--- config.mk ---
export PLATFORM = sky130hd
export DESIGN_NAME = fifo_wr_arbiter
export DESIGN_NICKNAME = d
export VERILOG_FILES = /design/src/rtl/fifo_arb_pkg.sv /design/src/rtl/fifo_wr_arbiter_rr_pick.sv /design/src/rtl/fifo_wr_arbiter.sv
export SDC_FILE = /design/constraint.sdc
export NUM_CORES = 1
export LEC_CHECK = 0
export CAP_MARGIN = 40
export CORE_MARGIN = 5
export CORE_UTILIZATION = 38
export CTS_BUF_LIST = sky130_fd_sc_hd__clkbuf_2
export DETAILED_ROUTE_END_ITERATION = 10
export PLACE_DENSITY = 0.95
export SYNTH_ARGS = -nofsm -noshare
export SYNTH_HDL_FRONTEND = slang
export SYNTH_SLANG_ARGS = --single-unit
export TNS_END_PERCENT = 5
--- constraint.sdc ---
create_clock -name clk -period 3.9 [get_ports clk]
set_clock_uncertainty 0.15 [all_clocks]
set_input_delay 1.17 -clock clk [delete_from_list [all_inputs] [get_ports clk]]
set_output_delay 1.17 -clock clk [all_outputs]
set_load 0.05 [all_outputs]
--- src/rtl/fifo_arb_pkg.sv ---
// Shared definitions for the fifo write-port arbiter: state encoding,
// beat counter width and the grant index width helper.
package fifo_arb_pkg;

    localparam logic [0:0] ST_IDLE  = 1'b0;
    localparam logic [0:0] ST_BURST = 1'b1;

    localparam int BEAT_W = 8;

    // Index width for n producers; never less than 1 bit.
    function automatic int arb_clog2(input int n);
        int w;
        w = 1;
        while ((1 << w) < n) begin
            w++;
        end
        return w;
    endfunction

endpackage

--- src/rtl/fifo_wr_arbiter_rr_pick.sv ---
// Rotating-priority picker: finds the first set request at or above i_rr_ptr,
// wrapping modulo NUM_REQ. Purely combinational.
module rr_pick
    import fifo_arb_pkg::*;
#(
    parameter  int NUM_REQ = 4,
    localparam int IDX_W   = arb_clog2(NUM_REQ)
) (
    input  logic [NUM_REQ-1:0] i_req,
    input  logic [IDX_W-1:0]   i_rr_ptr,
    output logic               o_found,
    output logic [IDX_W-1:0]   o_index
);

    int unsigned      w_idx;
    logic [IDX_W-1:0] w_pos;

    always_comb begin
        o_found = 1'b0;
        o_index = '0;
        w_idx   = 0;
        w_pos   = '0;
        for (int unsigned k = 0; k < NUM_REQ; k++) begin
            w_idx = (32'(i_rr_ptr) + k) % 32'(NUM_REQ);
            w_pos = IDX_W'(w_idx);
            if (!o_found && i_req[w_pos]) begin
                o_found = 1'b1;
                o_index = w_pos;
            end
        end
    end

endmodule

--- src/rtl/fifo_wr_arbiter.sv ---
// Round-robin arbiter sharing one fifo write port among NUM_REQ valid/ready
// producers, with bursts of up to MAX_BURST beats (1 beat under almost_full).
module fifo_wr_arbiter
    import fifo_arb_pkg::*;
#(
    parameter  int NUM_REQ    = 4,
    parameter  int DATA_WIDTH = 16,
    parameter  int MAX_BURST  = 8,
    localparam int IDX_W      = arb_clog2(NUM_REQ)
) (
    input  logic                          clk,
    input  logic                          rst_n,
    input  logic [NUM_REQ-1:0]            req_valid,
    input  logic [NUM_REQ*DATA_WIDTH-1:0] req_data,
    output logic [NUM_REQ-1:0]            req_ready,
    input  logic                          fifo_full,
    input  logic                          fifo_almost_full,
    output logic                          fifo_wr_en,
    output logic [DATA_WIDTH-1:0]         fifo_wr_data,
    output logic                          grant_valid,
    output logic [IDX_W-1:0]              grant_id,
    output logic [BEAT_W-1:0]             beat_cnt
);

    logic [0:0]        r_state;
    logic [IDX_W-1:0]  r_rr_ptr;
    logic [IDX_W-1:0]  r_grant_id;
    logic [BEAT_W-1:0] r_beat_cnt;

    logic              w_found;
    logic [IDX_W-1:0]  w_pick;
    logic              w_burst;
    logic              w_sel_valid;
    logic              w_wr_en;
    logic [BEAT_W-1:0] w_limit;
    logic [BEAT_W:0]   w_beat_inc;
    logic              w_release;
    logic [IDX_W-1:0]  w_ptr_next;

    rr_pick #(
        .NUM_REQ (NUM_REQ)
    ) u_pick (
        .i_req    (req_valid),
        .i_rr_ptr (r_rr_ptr),
        .o_found  (w_found),
        .o_index  (w_pick)
    );

    assign w_burst     = (r_state == ST_BURST);
    assign w_sel_valid = req_valid[r_grant_id];
    assign w_wr_en     = w_burst & w_sel_valid & ~fifo_full;
    assign w_limit     = fifo_almost_full ? BEAT_W'(1) : BEAT_W'(MAX_BURST);
    assign w_beat_inc  = {1'b0, r_beat_cnt} + 1'b1;

    // Release on the beat that reaches the limit, or as soon as the owner drops valid.
    assign w_release   = w_burst & ((w_wr_en & (w_beat_inc >= {1'b0, w_limit})) | ~w_sel_valid);
    assign w_ptr_next  = (r_grant_id == IDX_W'(NUM_REQ - 1)) ? '0 : r_grant_id + 1'b1;

    always_comb begin
        req_ready = '0;
        if (w_burst) begin
            req_ready[r_grant_id] = ~fifo_full;
        end
    end

    assign fifo_wr_en   = w_wr_en;
    assign fifo_wr_data = w_wr_en ? req_data[32'(r_grant_id) * DATA_WIDTH +: DATA_WIDTH] : '0;
    assign grant_valid  = w_burst;
    assign grant_id     = r_grant_id;
    assign beat_cnt     = r_beat_cnt;

    always_ff @(posedge clk or negedge rst_n) begin
        if (!rst_n) begin
            r_state    <= ST_IDLE;
            r_rr_ptr   <= '0;
            r_grant_id <= '0;
            r_beat_cnt <= '0;
        end else begin
            case (r_state)
                ST_IDLE: begin
                    if (w_found) begin
                        r_grant_id <= w_pick;
                        r_beat_cnt <= '0;
                        r_state    <= ST_BURST;
                    end
                end
                default: begin
                    if (w_wr_en) begin
                        r_beat_cnt <= w_beat_inc[BEAT_W-1:0];
                    end
                    if (w_release) begin
                        r_state  <= ST_IDLE;
                        r_rr_ptr <= w_ptr_next;
                    end
                end
            endcase
        end
    end

endmodule

==> impl_results.md <==
* Result of the run: finished clean
* Synth cell count leaders: and3_1 (19), mux4_2 (17), dfrtp_1 (13), o21ai_1 (13)
* Post-placement cell area at 0.00274 mm^2
* Worst slew margin at 60.1%
* Cell count after synthesis at 142
* Worst Setup Path Type: in -> out
* Die boundary width at 70.6 um
* Total Wirelength at 6640 um
* Critical Path Sink Type: output port
* Worst flop-to-flop path endpoint: r_rr_ptr[0]
* Number of distinct library cells after synthesis at 35
* Y dimension of the die at 70.6 um
* Syn nets at 221
* Maximum fanout along the worst path at 1
* Antenna violations before repair at 0
* Peak clock frequency supported by timing at 263 MHz
* Proportion of register bits with asynchronous set or reset after synthesis at 100%
* Average wire per standard cell at 22.0 um
* Port Buf Inserts at 103
* Number of buffers and inverters on the critical path at 2
* Dominant register cell in the synthesized netlist: dfrtp_1
* Biggest area consumer among synthesized cells: mux4_2
* Number of clock buffers inserted by TritonCTS at 3
* Startpoint of the lowest-slack register-to-register path: beat_cnt[2]
* Worst setup startpoint: req_data[34]
* Setup repair after global routing missed its margin: false
* Logic depth of the worst setup path including buffers at 4
* Worst Setup Start Kind: input pin
* Post-detail-place hpwl at 4930 um
* Crit path cell chain: clkdlybuf4s50_1 > mux4_2 > and3_1 > buf_12
* Yosys Warn Count at 0
* Critical Path AT at 2.48 ns
* Count of max-cap constraint violations at 0
* Routability Congestion at 0.861
* Synthesized area per cell at 9.82 um^2
* Worst path slowest cell: mux4_2
* Final total power at 0.00156 W
* Final instance area at 0.00284 mm^2
* Share of the clock period used by the worst path at 97.6%
* H-tree Lvls at 1
* Number of hold-slack violations in the final timing report at 0
* Slew Viols, Final at 0
* Post-synth EDFFs at 0
* Peak supply drop at 0.302 mV
* Antenna cells at 0
* Register area share after synthesis at 23.3%
* Number of global-route vias before repair at 1730
* Most used standard cell by instance count after synthesis: and3_1
* Iteration count of the initial detailed-routing pass at 4
* Via-per-instance ratio at 5.95
* Number of remaining DRC errors at 0
* Slew at the pin with the worst max-slew slack at 0.597 ns
* Area added between synthesis and finish at 104%
* Share of post-route cells with drive strength above 1 at 23.6%
* Global-route wire length before repair at 9460 um
* Destination of the critical timing path: fifo_wr_data[2]
* Post-synthesis sequential element count at 13
* Min Clock Period, post-route at 3.80 ns
* Fraction of synthesized cell area taken by the top area cell type at 27.5%
* CTS tree: yes
* Count of pins on the block boundary at 104
* Cells on worst reg2reg path at 8
* Required time worst endpoint at 2.58 ns
* Largest stage delay on the critical path at 0.46 ns
* Ranking of synthesized cells by area: mux4_2 (27%), dfrtp_1 (23%), and3_1 (8.5%), ha_1 (6.3%), o21ai_1 (4.7%)
* Clock root cell: clkbuf_2
* Cell class contributing the biggest share of worst-path delay: buffers and inverters
* Clock-pin slew reported for the worst setup and hold paths after clock tree synthesis at 0.11 ns
* Total power divided by cell area at 549 mW/mm^2
* Total die area at 0.00498 mm^2
* All-Layer GR Usage at 24.5%
* Post-layout net count at 334
* Tightest Hold Check Type: reg -> reg
* Post-route ant nets at 0
* Via Count at 1798
* Leak at 1.24 nW
* Number of core rows at 22
* Latest clock arrival within the worst-skew pair at 0.28 ns
* Slack of the worst reg-to-reg path at 1.30 ns
* Placeable core area at 0.00361 mm^2
* Maximum clock path buffer count at 2
* CTS sink cnt at 13
* Combined area of all synthesized cells at 0.00139 mm^2
* Final setup viols at 0
* GRT overflow at 0
* First-iteration detailed-routing DRC count at 149
* Initial standard-cell utilization of the core at 38.7%
* Largest net degree at the start of global routing at 21
-- per-stage QoR --
stage | utilization, % | instances | setup slack (ns) | TNS [ns] | hold slack, ns
global placement | 75.9 | 294 | -0.0693 | -0.812 | 0.399
detailed placement | 75.9 | 294 | -0.0944 | -1.31 | 0.401
CTS | 77.3 | 300 | -0.0628 | -0.907 | 0.413
floorplan | - | 142 | 0.368 | 0 | 0.375
finish | 78.8 | 302 | 0.0954 | 0 | 0.417
global route | 78.8 | 302 | 0.0532 | 0 | 0.440
-- area by class of cell --
cell class,instances,area [um^2]
timing repair buffer,114,1350
multi-input combinational,116,1060
inverter,7,26.3
clock inverter,1,5.00
clock buffer,3,15.0
tap,48,60.1
sequential,13,325
fill,196,763
-- power breakdown --
part,internal [W],total [W],switching [W]
logic,0.000607,0.00125,0.000643
clock network,0.0000232,0.0000675,0.0000444
registers,0.000171,0.000242,0.0000708
-- logic make-up (layout without fill, tap and decap cells) --
family,Yosys count,count (layout),share of synthesized area (%)
mux,19,22,29.1
flops,13,13,23.3
fa+ha+maj,7,7,6.28
compound gates,30,30,13.6
buf+inv,16,125,5.12
xor+xnor,2,2,1.26
simple gates,55,55,21.4
-- placed cells by master, fill, tap and decap left out, drive strengths merged, types with 2 or more instances in the layout --
master,n
buf,32
nand2,11
o21ai,16
and3,19
xor2,2
nand3,2
inv,7
o22ai,2
nor2,11
clkbuf,3
a21oi,3
dlymetal6s2s,4
mux4,20
o2111ai,2
clkdlybuf4s50,78
mux2,2
dfrtp,13
ha,7
and2,7
-- registers in the layout, indices dropped and copies added, names as in the netlist --
register / cells
r_rr_ptr: 2
grant_id: 2
beat_cnt: 8
grant_valid: 1
-- per-layer routing --
layer | wire length, um | global-route usage [%] | up-vias
li1 | - | - | 783
met1 | 2350 | 28.7 | 876
met2 | 3560 | 45.0 | 107
met3 | 384 | 4.83 | 32
met4 | 337 | 7.52 | 0
met5 | 0 | 0 | -
-- how the worst min path moves through the flow --
stage,start,endpoint,slack [ns],depth (start not counted)
3_5_place_dp,beat_cnt[3],beat_cnt[3],0.40,1
2_1_floorplan,r_rr_ptr[1],r_rr_ptr[1],0.38,1
5_1_grt,beat_cnt[0],beat_cnt[0],0.44,1
3_3_place_gp,beat_cnt[0],beat_cnt[0],0.40,1
6_report,beat_cnt[0],beat_cnt[0],0.42,1
4_1_cts,beat_cnt[3],beat_cnt[3],0.41,1
-- what timing repair did --
item	4_1_cts	5_1_grt
gates resized for setup	1	6
gates cloned	1	2
setup endpoints to repair	17	17
buffers inserted	1	0
hold buffers	0	0
Power figures use the tool's default switching activity.
